--- src/rtl/radix3_ifft_bfly.sv ---
// Sequential radix-3 IFFT butterfly: collects three complex samples,
// computes the unscaled 3-point IDFT with W = e^{+j2pi/3}, then emits
// the three results in index order over a valid/ready handshake.
module radix3_ifft_bfly #(
  parameter int WIDTH = 15
) (
  input  logic                    clk,
  input  logic                    rst_n,
  input  logic                    in_valid,
  output logic                    in_ready,
  input  logic signed [WIDTH-1:0] in_re,
  input  logic signed [WIDTH-1:0] in_im,
  output logic                    out_valid,
  input  logic                    out_ready,
  output logic signed [WIDTH+1:0] out_re,
  output logic signed [WIDTH+1:0] out_im,
  output logic [1:0]              out_idx
);

  localparam int W2 = WIDTH + 2;

  typedef enum logic [1:0] {
    COLLECT = 2'd0,
    CALC    = 2'd1,
    EMIT    = 2'd2
  } state_t;

  state_t state, state_nxt;
  logic [1:0] cnt, cnt_nxt;
  logic [1:0] idx_nxt;

  logic signed [WIDTH-1:0] x_re [3];
  logic signed [WIDTH-1:0] x_im [3];
  logic signed [W2-1:0]    r_re [3];
  logic signed [W2-1:0]    r_im [3];
  logic signed [W2-1:0]    c_re [3];
  logic signed [W2-1:0]    c_im [3];

  logic in_fire, out_fire;

  function automatic logic signed [W2-1:0] sx(input logic signed [WIDTH-1:0] v);
    return {{2{v[WIDTH-1]}}, v};
  endfunction

  // Arithmetic shift right that truncates toward zero (signed divide by 2^n).
  function automatic logic signed [W2-1:0] trz(input logic signed [W2-1:0] v, input int n);
    logic signed [W2-1:0] bias;
    for (int i = 0; i < W2; i++) bias[i] = (i < n);
    if (v[W2-1]) return (v + bias) >>> n;
    return v >>> n;
  endfunction

  // Shift-add approximation of sqrt(3)/2; every term truncated separately,
  // which keeps K odd-symmetric.
  function automatic logic signed [W2-1:0] k_mul(input logic signed [W2-1:0] v);
    return trz(v, 1) + trz(v, 2) + trz(v, 4) + trz(v, 5) + trz(v, 6)
         + trz(v, 8) + trz(v, 9) + trz(v, 11) + trz(v, 12) + trz(v, 14);
  endfunction

  assign in_ready  = (state == COLLECT);
  assign out_valid = (state == EMIT);
  assign in_fire   = in_valid && in_ready;
  assign out_fire  = out_ready && out_valid;

  assign out_re = r_re[out_idx];
  assign out_im = r_im[out_idx];

  // Butterfly datapath from the captured samples.
  always_comb begin
    logic signed [W2-1:0] s_re, s_im, d_re, d_im, h_re, h_im, k_re, k_im;
    s_re = sx(x_re[1]) + sx(x_re[2]);
    s_im = sx(x_im[1]) + sx(x_im[2]);
    d_re = sx(x_re[1]) - sx(x_re[2]);
    d_im = sx(x_im[1]) - sx(x_im[2]);
    h_re = sx(x_re[0]) - trz(s_re, 1);
    h_im = sx(x_im[0]) - trz(s_im, 1);
    k_re = k_mul(d_re);
    k_im = k_mul(d_im);
    c_re[0] = sx(x_re[0]) + s_re;
    c_im[0] = sx(x_im[0]) + s_im;
    c_re[1] = h_re - k_im;
    c_im[1] = h_im + k_re;
    c_re[2] = h_re + k_im;
    c_im[2] = h_im - k_re;
  end

  // Next-state, sample counter and output index control.
  always_comb begin
    state_nxt = state;
    cnt_nxt   = cnt;
    idx_nxt   = out_idx;
    case (state)
      COLLECT: begin
        if (in_fire) begin
          if (cnt == 2'd2) begin
            cnt_nxt   = 2'd0;
            state_nxt = CALC;
          end else begin
            cnt_nxt = cnt + 2'd1;
          end
        end
      end
      CALC: state_nxt = EMIT;
      EMIT: begin
        if (out_fire) begin
          if (out_idx == 2'd2) begin
            idx_nxt   = 2'd0;
            state_nxt = COLLECT;
          end else begin
            idx_nxt = out_idx + 2'd1;
          end
        end
      end
      default: begin
        state_nxt = COLLECT;
        cnt_nxt   = 2'd0;
        idx_nxt   = 2'd0;
      end
    endcase
  end

  // Control state registers.
  always_ff @(posedge clk or negedge rst_n) begin
    if (!rst_n) begin
      state   <= COLLECT;
      cnt     <= 2'd0;
      out_idx <= 2'd0;
    end else begin
      state   <= state_nxt;
      cnt     <= cnt_nxt;
      out_idx <= idx_nxt;
    end
  end

  // Sample capture during COLLECT and result registering in CALC.
  always_ff @(posedge clk or negedge rst_n) begin
    if (!rst_n) begin
      for (int i = 0; i < 3; i++) begin
        x_re[i] <= '0;
        x_im[i] <= '0;
        r_re[i] <= '0;
        r_im[i] <= '0;
      end
    end else begin
      if (in_fire && cnt != 2'd3) begin
        x_re[cnt] <= in_re;
        x_im[cnt] <= in_im;
      end
      if (state == CALC) begin
        for (int i = 0; i < 3; i++) begin
          r_re[i] <= c_re[i];
          r_im[i] <= c_im[i];
        end
      end
    end
  end

endmodule

--- config.mk ---
export PLATFORM = sky130hd
export DESIGN_NAME = radix3_ifft_bfly
export DESIGN_NICKNAME = d
export VERILOG_FILES = /design/src/rtl/radix3_ifft_bfly.sv
export SDC_FILE = /design/constraint.sdc
export NUM_CORES = 1
export LEC_CHECK = 0
export BUFFER_PORTS_ARGS = -buffer_cell sky130_fd_sc_hd__buf_4
export CORE_ASPECT_RATIO = 0.5
export CORE_MARGIN = 1
export CORE_UTILIZATION = 40
export CTS_BUF_LIST = sky130_fd_sc_hd__clkbuf_4 sky130_fd_sc_hd__clkbuf_8 sky130_fd_sc_hd__clkbuf_16
export DETAILED_ROUTE_END_ITERATION = 12
export SYNTH_ARGS = -nofsm -noshare
export SYNTH_HDL_FRONTEND = slang
export SYNTH_SLANG_ARGS = --single-unit
--- constraint.sdc ---
create_clock -name clk -period 10.1 [get_ports clk]
set_input_delay 1.01 -clock clk [delete_from_list [all_inputs] [get_ports clk]]
set_output_delay 1.01 -clock clk [all_outputs]
set_load 0.005 [all_outputs]
==> flow_results.xml <==
<?xml version="1.0" encoding="UTF-8"?>
<metrics>
  <group name="global_route">
    <metric name="grt_max_degree" unit="">125</metric>
    <metric name="grt_antenna_before_repair" unit="">0</metric>
    <metric name="grt_first_pass_wirelength" unit="µm">111000</metric>
    <metric name="grt_pass1_vias" unit="">20500</metric>
    <metric name="grt.overflow.total" unit="">0</metric>
    <metric name="track_usage" unit="%">20.4</metric>
  </group>
  <group name="sta">
    <metric name="tightestPinTransition" unit="ps">1090</metric>
    <metric name="timing.final.hold_violations" unit="">0</metric>
    <metric name="relSlewSlack" unit="%">27.3</metric>
    <metric name="finalSetupViolations" unit="">0</metric>
    <metric name="final_max_slew_viol_count" unit="">0</metric>
    <metric name="final.setup_skew" unit="ps">16.0</metric>
    <metric name="achievable-frequency" unit="MHz">105</metric>
    <metric name="period_minus_slack" unit="ps">9570</metric>
    <metric name="period_share" unit="%">94.7</metric>
  </group>
  <group name="critical_path">
    <metric name="critical-path-slowest-cell" unit="">sky130_fd_sc_hd__fa_1</metric>
    <metric name="ff2ff_setup_slack" unit="ps">530</metric>
    <metric name="worst_r2r_startpoint" unit="">x_im[1]</metric>
    <metric name="worstSetupEndpointType" unit="">flip-flop</metric>
    <metric name="setup_cp_type" unit="">flip-flop to flip-flop</metric>
    <metric name="timing.critical_path.arrival" unit="ps">9930</metric>
    <metric name="worstRegToRegCells" unit="">39</metric>
    <metric name="highest_cell_delay_on_the_worst_timing_path" unit="ps">550</metric>
    <metric name="critical_path_peak_fanout" unit="">7</metric>
    <metric name="r2r-end" unit="">r_re[33]</metric>
    <metric name="timing.critical_path.mode_cell" unit="">sky130_fd_sc_hd__fa_1</metric>
    <metric name="worst-endpoint-required" unit="ps">10460</metric>
    <metric name="start_kind" unit="">flip-flop</metric>
  </group>
  <group name="cells_and_area">
    <metric name="fillers" unit="">6337</metric>
    <metric name="post_route_design_area" unit="mm²">0.0296</metric>
    <metric name="mostFrequentLayoutCell" unit="">sky130_fd_sc_hd__inv_1</metric>
    <metric name="layout_common_cells" unit="">sky130_fd_sc_hd__inv_1, sky130_fd_sc_hd__xnor2_1, sky130_fd_sc_hd__nor2_1</metric>
    <metric name="antenna_cells_inserted" unit="">0</metric>
    <metric name="area_overhead_of_the_layout_relative_to_synthesis" unit="%">10.9</metric>
    <metric name="finalNetCount" unit="">3591</metric>
    <metric name="drive_gt1_share" unit="%">14.5</metric>
  </group>
  <group name="logic_synthesis">
    <metric name="ys_warn_count" unit="">0</metric>
    <metric name="mean_post_synth_cell_area" unit="µm²">8.92</metric>
    <metric name="synth_nets" unit="">3495</metric>
    <metric name="yosys_register_bits" unit="">196</metric>
    <metric name="ys_async_sr_fraction" unit="%">100</metric>
    <metric name="synth-edff-count" unit="">0</metric>
    <metric name="ys_types" unit="">93</metric>
    <metric name="postSynth.topFlopCell" unit="">sky130_fd_sc_hd__dfrtp_1</metric>
    <metric name="synthesis.area" unit="mm²">0.0267</metric>
    <metric name="synth-seq-area-share" unit="%">18.4</metric>
    <metric name="netlist_instances" unit="">2991</metric>
  </group>
  <group name="cts">
    <metric name="cts_sinks" unit="">196</metric>
    <metric name="clock_path_buffers" unit="">2</metric>
    <metric name="cts_made_buffers" unit="">17</metric>
    <metric name="tritoncts" unit="">yes</metric>
    <metric name="clk_root_buffer_cell" unit="">sky130_fd_sc_hd__clkbuf_16</metric>
    <metric name="htree_num_levels" unit="">4</metric>
    <metric name="clkTransAtPathRegs" unit="ps">80</metric>
    <metric name="worst_skew_pair.late_latency" unit="ps">470</metric>
  </group>
  <group name="route">
    <metric name="final_antenna_net_count" unit="">0</metric>
    <metric name="via_count" unit="">20700</metric>
    <metric name="drt-pass1-iter-count" unit="">5</metric>
    <metric name="wl_final" unit="µm">68400</metric>
    <metric name="drt-initial-drc-count" unit="">1374</metric>
    <metric name="post-route-drc-count" unit="">0</metric>
    <metric name="post_drt_via_cell_ratio" unit="">5.19</metric>
    <metric name="dr_wl_cell" unit="µm">17.2</metric>
  </group>
  <group name="floorplan">
    <metric name="effective_utilization_at_floorplan" unit="%">40.8</metric>
    <metric name="die_area" unit="mm²">0.0678</metric>
    <metric name="rows" unit="">66</metric>
    <metric name="die_height" unit="µm">185</metric>
    <metric name="die_width" unit="µm">367</metric>
    <metric name="number_of_top_level_design_ports" unit="">72</metric>
    <metric name="core_region_area" unit="mm²">0.0655</metric>
  </group>
  <group name="run_status">
    <metric name="outcome" unit="">complete, no violations</metric>
  </group>
  <group name="hold_path">
    <metric name="worst_hold_startpoint" unit="">r_re[11]</metric>
    <metric name="worst_hold_path.endpoint" unit="">r_re[11]</metric>
    <metric name="worstHoldPathType" unit="">flip-flop to flip-flop</metric>
    <metric name="min_path_cells" unit="">1</metric>
  </group>
  <group name="placed_design">
    <metric name="place_area" unit="mm²">0.0288</metric>
    <metric name="gpl.final_weighted_congestion" unit="">0.934</metric>
    <metric name="dp.final_hpwl" unit="µm">56500</metric>
    <metric name="input_output_buffers" unit="">71</metric>
  </group>
  <group name="run">
    <metric name="drv_cap" unit="">0</metric>
  </group>
</metrics>
==> worst max-delay path by stage <==
stage               startpoint        to  slack (ps)  cells after the start
finish                 x_im[1]  r_re[33]         530                     39
global route           x_im[1]  r_re[33]         -90                     37
CTS                    x_im[1]  r_re[33]           8                     37
detailed placement     x_re[1]  r_im[16]         -30                     36
global placement       x_re[1]  r_im[16]          70                     36
floorplan             x_im[15]  r_re[33]         230                     40
==> critical path, delay by kind of cell, from the launching register on <==
family,cells,cell delay [ps]
multiplexers,1,270
adder cells (fa/ha/maj),8,3590
XOR/XNOR,4,720
AO/OA/AOI/OAI,12,2280
buffers and inverters,6,610
AND/OR/NAND/NOR,8,1550
flip-flops,1,420
==> synth_stat cells (all sizes together), types with 69 or more instances <==
library cell	count	share of area, %
inv	395	5.6
xnor2	288	9.6
nor2	245	3.5
ha	239	11
fa	231	17
nand2	206	2.9
dfrtp	196	18
a21oi	183	3.5
mux2	154	6.5
o21ai	122	2.3
xor2	89	2.9
clkbuf	76	1.1
nor3	69	1.4
==> flip-flops by register name (all words and copies together), names as in the netlist <==
name and flops:
r_im 50, r_re 50, state 2, x_re 45, x_im 45, out_idx 2
cnt 2
==> repair_timing <==
action,CTS,global route
setup endpoints to repair,2,17
pin swaps,1,6
buffers inserted,0,3
resized for setup,4,49
hold buffers,0,0
==> routing by layer <==
metal / track usage, % / part of all wire (%)
met1: 30.2 / 50
met2: 31.9 / 44
met3: 2.00 / 4.0
met4: 4.90 / 1.8
met5: 0 / 0
==> kinds of logic after synthesis <==
family / count (synthesis) / share of synthesized area (%)
and+or+nand+nor: 739 / 13.0
AOI/OAI and AO/OA: 522 / 12.4
buffers and inverters: 494 / 7.09
adders and majority gates: 470 / 28.5
xor gates and xnor gates: 379 / 12.7
DFF: 196 / 18.4
muxes: 191 / 7.89
==> per-stage QoR <==
step	hold slack [ps]	TNS [ps]	instances	util, %	setup slack [ps]
global route	529	-235	3984	45.2	-89.6
floorplan	480	0	2991	-	227
finish	515	0	3984	45.2	531
CTS	513	0	3981	44.8	8.44
global placement	490	0	3949	43.9	67.5
detailed placement	496	-31.7	3949	43.9	-31.7
==> final cells by class <==
cell class	instances	area (µm²)	share of cell area, %
multi-input combinational	2301	20100	68.1
sequential	196	4910	16.6
inverter	396	1490	5.02
timing repair buffer	175	1360	4.58
tap	884	1110	3.74
clock buffer	18	433	1.46
clock inverter	14	163	0.550
Power is not shown: default switching activity piles up to over one toggle a cycle in this logic, so the estimate is an artifact.
